--- config.mk ---
export PLATFORM = sky130hd
export DESIGN_NAME = gpr_file
export DESIGN_NICKNAME = d
export VERILOG_FILES = /design/src/rtl/gpr_file_pkg.sv /design/src/rtl/gpr_scoreboard.sv /design/src/rtl/gpr_file.sv
export SDC_FILE = /design/constraint.sdc
export NUM_CORES = 2
export LEC_CHECK = 0
export BUFFER_PORTS_ARGS = -buffer_cell sky130_fd_sc_hd__buf_4
export CORE_MARGIN = 2
export CORE_UTILIZATION = 64
export CTS_CLUSTER_SIZE = 8
export DETAILED_ROUTE_END_ITERATION = 16
export PLACE_DENSITY_LB_ADDON = 0.2
export REMOVE_ABC_BUFFERS = 1
export SYNTH_ARGS = -nofsm -noshare
export SYNTH_HDL_FRONTEND = slang
export SYNTH_HIERARCHICAL = 1
export SYNTH_SLANG_ARGS = --single-unit
--- constraint.sdc ---
create_clock -name clk -period 3.3 [get_ports clk]
set_clock_uncertainty 0.1 [all_clocks]
set_input_delay 0.33 -clock clk [delete_from_list [all_inputs] [get_ports clk]]
set_output_delay 0.33 -clock clk [all_outputs]
set_load 0.01 [all_outputs]
--- src/rtl/gpr_file_pkg.sv ---
// Shared widths and types for the integer register file and its pending-write scoreboard.
package gpr_file_pkg;

    localparam int DATA_WIDTH     = 32;
    localparam int REG_ADDR_WIDTH = 5;
    localparam int NUM_REGS       = 2 ** REG_ADDR_WIDTH;
    localparam int PEND_WIDTH     = 2;

    typedef logic [REG_ADDR_WIDTH-1:0] reg_addr_t;
    typedef logic [DATA_WIDTH-1:0]     reg_data_t;
    typedef logic [PEND_WIDTH-1:0]     pend_cnt_t;

    localparam reg_addr_t ZERO_REG = '0;
    localparam pend_cnt_t PEND_MAX = '1;

    // True when an enabled write port targets the given architectural register.
    function automatic logic wb_hits(input logic en, input reg_addr_t wb_addr, input reg_addr_t addr);
        return en && (wb_addr == addr);
    endfunction

endpackage

--- src/rtl/gpr_scoreboard.sv ---
// Per-register pending-write counters: marked at issue, retired at writeback, cleared on flush.
module gpr_scoreboard
    import gpr_file_pkg::*;
(
    input  logic      clk,
    input  logic      reset,
    input  reg_addr_t wb_addr,
    input  logic      wb_en,
    input  logic      issue_valid,
    input  reg_addr_t issue_rd,
    input  logic      issue_wr,
    input  logic      flush,
    input  reg_addr_t rs1_addr,
    input  reg_addr_t rs2_addr,
    output logic      rs1_busy,
    output logic      rs2_busy,
    output logic      issue_full,
    output logic      sb_err
);

    pend_cnt_t cnt [NUM_REGS];
    logic      inc_req;
    logic      dec_req;
    logic      err_event;

    always_comb begin
        issue_full = (issue_rd != ZERO_REG) && (cnt[issue_rd] == PEND_MAX)
                     && !wb_hits(wb_en, wb_addr, issue_rd);
        inc_req    = issue_valid && issue_wr && !issue_full && (issue_rd != ZERO_REG);
        dec_req    = wb_en && (wb_addr != ZERO_REG);
        err_event  = (dec_req && (cnt[wb_addr] == '0)) || (issue_valid && issue_wr && issue_full);
    end

    // A read stays busy unless the only outstanding write is being bypassed this cycle.
    always_comb begin
        rs1_busy = (cnt[rs1_addr] != '0)
                   && !((cnt[rs1_addr] == pend_cnt_t'(1)) && wb_hits(wb_en, wb_addr, rs1_addr));
        rs2_busy = (cnt[rs2_addr] != '0)
                   && !((cnt[rs2_addr] == pend_cnt_t'(1)) && wb_hits(wb_en, wb_addr, rs2_addr));
    end

    // cnt[0] keeps its reset value forever, so x0 never reports busy or full.
    always_ff @(posedge clk) begin
        if (reset) begin
            for (int r = 0; r < NUM_REGS; r++) begin
                cnt[r] <= '0;
            end
            sb_err <= 1'b0;
        end else begin
            for (int r = 1; r < NUM_REGS; r++) begin
                if (flush) begin
                    cnt[r] <= '0;
                end else if (inc_req && (issue_rd == reg_addr_t'(r))
                             && !(dec_req && (wb_addr == reg_addr_t'(r)))) begin
                    cnt[r] <= cnt[r] + pend_cnt_t'(1);
                end else if (dec_req && (wb_addr == reg_addr_t'(r))
                             && !(inc_req && (issue_rd == reg_addr_t'(r)))
                             && (cnt[r] != '0)) begin
                    cnt[r] <= cnt[r] - pend_cnt_t'(1);
                end
            end
            if (err_event) begin
                sb_err <= 1'b1;
            end
        end
    end

endmodule

--- src/rtl/gpr_file.sv ---
// Integer register file: two bypassed read ports, one write port, x0 hardwired to zero,
// with a pending-write scoreboard that drives decode stalls.
module gpr_file
    import gpr_file_pkg::*;
(
    input  logic                      clk,
    input  logic                      reset,
    input  logic [REG_ADDR_WIDTH-1:0] wb_addr,
    input  logic [DATA_WIDTH-1:0]     wb_data,
    input  logic                      wb_en,
    input  logic [REG_ADDR_WIDTH-1:0] rs1_addr,
    input  logic [REG_ADDR_WIDTH-1:0] rs2_addr,
    output logic [DATA_WIDTH-1:0]     rs1_data,
    output logic [DATA_WIDTH-1:0]     rs2_data,
    input  logic                      issue_valid,
    input  logic [REG_ADDR_WIDTH-1:0] issue_rd,
    input  logic                      issue_wr,
    output logic                      rs1_busy,
    output logic                      rs2_busy,
    output logic                      issue_full,
    input  logic                      flush,
    output logic                      sb_err
);

    reg_data_t regs [NUM_REGS];

    always_ff @(posedge clk) begin
        if (reset) begin
            for (int i = 0; i < NUM_REGS; i++) begin
                regs[i] <= '0;
            end
        end else if (wb_en && (wb_addr != ZERO_REG)) begin
            regs[wb_addr] <= wb_data;
        end
    end

    // Writeback data is forwarded in the same cycle so decode never waits on the array.
    always_comb begin
        if (rs1_addr == ZERO_REG) begin
            rs1_data = '0;
        end else if (wb_hits(wb_en, wb_addr, rs1_addr)) begin
            rs1_data = wb_data;
        end else begin
            rs1_data = regs[rs1_addr];
        end

        if (rs2_addr == ZERO_REG) begin
            rs2_data = '0;
        end else if (wb_hits(wb_en, wb_addr, rs2_addr)) begin
            rs2_data = wb_data;
        end else begin
            rs2_data = regs[rs2_addr];
        end
    end

    gpr_scoreboard u_scoreboard (
        .clk         (clk),
        .reset       (reset),
        .wb_addr     (wb_addr),
        .wb_en       (wb_en),
        .issue_valid (issue_valid),
        .issue_rd    (issue_rd),
        .issue_wr    (issue_wr),
        .flush       (flush),
        .rs1_addr    (rs1_addr),
        .rs2_addr    (rs2_addr),
        .rs1_busy    (rs1_busy),
        .rs2_busy    (rs2_busy),
        .issue_full  (issue_full),
        .sb_err      (sb_err)
    );

endmodule
==> results.cfg <==
[power_and_ir_drop]
leakage_nw = 25.3
p_comb_frac = 0.139
netSwitchingFraction = 0.257
power_frac_clock = 0.399
seqPwrFrac = 0.462
intPower_mw = 26.4
power_density_nw_per_um2 = 506
ir_drop_mv = 0.528
p_switching_mw = 9.15

[critical_path]
path_class = flip-flop to output pin
reg2regPathDepth = 9
cp-end-kind = output pin
crit_required_ns = 2.87
critPathCapture = rs1_data[15]
max_stage_delay_ns = 0.49
cp_max_fo = 2
critical_path.startpoint = regs[10][15]
crit_chain = mux4_2 > a22o_4 > a2111oi_4 > a21oi_1 > a22o_2 > buf_4
cp_slowest_cell = mux4_2
r2r-start = u_scoreboard/cnt[16][0]
r2r_setup_slack_ns = 0.25
arrival_ns = 2.87
r2r-end = u_scoreboard/cnt[29][1]
cp-start-kind = flip-flop

[detailed_routing]
drt_iter0_markers = 8239
num_vias = 45800
route.met3.wl_um = 35700
viasPerCell = 7.66
met2_length_um = 97200
dr.pass1.iters = 9
avgRoutedWirePerCell_um = 36.7
ant_nets = 0
routed.top_layer = met5
routedLengthMet1_um = 70000
wirelength_um = 219000
drc = 0

[clocking]
clkTransAtPathRegs_ns = 0.05
cts_buffers = 154
cts.sinks = 1087
cts_tree = yes
clockRootBuffer = clkbuf_16
clk_latency_ns = 0.79
cts_max_level = 4
clock_path_buffers = 3

[floorplanning]
start_util = 0.647
num_rows = 113
die_w_um = 314
die_h_um = 314
die_area_um2 = 98500
io_pins = 126
core_area_um2 = 95000

[sta]
tightest_slew_ns = 0.940
drv_slew = 0
min_period_over_period = 0.999
relSlewSlack = 0.374
finalHoldViolCount = 0
max_freq_ghz = 0.303
finalSetupViolations = 0
layout_setup_ws_ns = 0.00449
rsz0062_at_grt = true
final.min_clock_period_ns = 3.30

[final_layout]
nFillCells = 5920
final_nets = 4777
final_layout_size_suffix_gt1_frac = 0.260
area_delta_synth_final_pct = 14.5
fin_util = 0.740

[hold_path]
hold_depth = 2
hp-class = input pin to flip-flop

[yosys]
yosysMostFrequentCell = edfxtp_1
ys_types = 77
synth_top_area_frac = 0.531
syn_area_um2 = 61400
yosysTopAreaCell = edfxtp_1
synthTopCellsByArea = edfxtp_1 53%, mux4_2 16%, and2_1 10%, mux2i_1 5.1%, clkbuf_1 2.0%
synthTopCellsByCount = 1086 x edfxtp_1, 1005 x and2_1, 433 x mux4_2
async_reset_ff_frac = 0
netlist_instances = 4477
synth_edf_count = 1086
yosysWarnings = 6
synth_area_per_cell_um2 = 13.7
seq_area_frac_synth = 0.531
synth_ff_type = edfxtp_1
ys_seq_elements = 1087

[grt]
gr-total-overflow = 0
antenna_found_initial = 16
grt_pass1_wl_um = 311000
grt_max_degree = 42
grt_pass1_vias = 45100
grt_use_total = 0.447

[run_status]
status = complete, no violations

[job]
cap_violations = 0

[placed_design]
gp_congestion = 0.965
pre_cts_ws_ns = -0.00623
dpl.hpwl_um = 134000
port_buffers = 125
==> worst max-delay path: cells and delay by family (launching register included) <==
kind | cells | cell delay (ns)
flip-flops | 1 | 0.42
AO/OA/AOI/OAI | 4 | 1.00
multiplexers | 1 | 0.49
buffers and inverters | 1 | 0.18
==> metal layers <==
| layer | vias up | GRT usage |
|---|---|---|
| li1 | 17600 | - |
| met1 | 22300 | 0.569 |
| met2 | 4734 | 0.664 |
| met3 | 1131 | 0.154 |
| met4 | 12 | 0.274 |
| met5 | - | 0.00145 |
==> kinds of logic (layout without fill, tap and decap cells) <==
group                    after synthesis  count (layout)  share of synthesized area
multiplexers                         755             755                      0.211
AO/OA/AOI/OAI                        619             619                     0.0734
XOR/XNOR                              24              24                    0.00342
AND/OR/NAND/NOR                     1428            1428                      0.137
adder cells (fa/ha/maj)               31              31                    0.00631
flip-flops                          1087            1087                      0.531
buffers and inverters                532             731                     0.0371
other                                  1              37                  0.0000610
==> layout make-up <==
| type | instances | area, µm² | share of cell area |
|---|---|---|---|
| diodes | 5 | 12.5 | 0.000178 |
| well taps | 1265 | 1580 | 0.0225 |
| multi-input cells | 2889 | 27200 | 0.387 |
| flip-flops and latches | 1087 | 32600 | 0.464 |
| clock buffers | 160 | 3920 | 0.0557 |
| inverters | 67 | 256 | 0.00365 |
| clock inverters | 15 | 198 | 0.00281 |
| repair buffers | 489 | 4500 | 0.0640 |
==> registers in the layout, indices dropped and copies added, names as in the netlist <==
register	count
regs	1024
u_scoreboard/cnt	62
u_scoreboard/sb_err	1
==> power by group through the flow <==
| stage | Combinational (mW) | Sequential [mW] | Clock [mW] |
|---|---|---|---|
| CTS | 4.72 | 16.4 | 14.1 |
| floorplan | 2.26 | 16.5 | 0 |
| global route | 5.05 | 16.5 | 14.7 |
| finish | 4.95 | 16.4 | 14.2 |
| detailed placement | 4.62 | 16.6 | 0 |
| global placement | 4.55 | 16.6 | 0 |
==> metrics by stage <==
step / cells / setup TNS (ns) / instance area [µm²] / hold WS [ns] / power [mW]
detailed placement: 5753 / -0.00623 / 65500 / 0.445 / 21.3
global route: 5973 / -0.208 / 70300 / 0.0165 / 36.2
CTS: 5966 / 0 / 70100 / 0.000606 / 35.2
global placement: 5753 / -0.00332 / 65500 / 0.474 / 21.1
finish: 5977 / 0 / 70300 / 0.0173 / 35.6
floorplan: 4043 / -14.24 / 59500 / 0.299 / 18.7
==> placed cells by master, fill, tap and decap left out, types with 14 or more instances in the layout <==
| master | count |
|---|---|
| or2_2 | 36 |
| inv_1 | 66 |
| nor3_1 | 57 |
| and2_1 | 1004 |
| nor2b_1 | 14 |
| buf_4 | 398 |
| a221o_1 | 18 |
| clkbuf_16 | 156 |
| a22oi_1 | 123 |
| a21oi_1 | 128 |
| o22ai_1 | 42 |
| a22o_1 | 49 |
| a211oi_1 | 15 |
| mux2i_1 | 309 |
| mux4_2 | 433 |
| o221ai_1 | 43 |
| dlygate4sd3_1 | 24 |
| a31oi_1 | 16 |
| edfxtp_1 | 1086 |
| nand3_1 | 35 |
| conb_1 | 32 |
| nor2_1 | 53 |
| ha_1 | 31 |
| nand2_1 | 103 |
| buf_12 | 58 |
| nor2_4 | 33 |
| o21ai_0 | 45 |
==> worst min-delay path by stage <==
stage                        startpoint             endpoint
floorplan                         reset  u_scoreboard/sb_err
global placement    u_scoreboard/sb_err  u_scoreboard/sb_err
detailed placement  u_scoreboard/sb_err  u_scoreboard/sb_err
CTS                         wb_data[17]         regs[24][17]
global route                wb_data[25]         regs[17][25]
finish                      wb_data[28]         regs[20][28]
==> timing repair <==
action | CTS | global route
hold endpoints to repair | 373 | 0
pin swaps | 7 | 10
resized for setup | 38 | 42
endpoints found under the setup margin | 18 | 26
hold buffers | 24 | 0
setup buffers | 14 | 7
No activity file was read; power rests on OpenSTA's default activity.
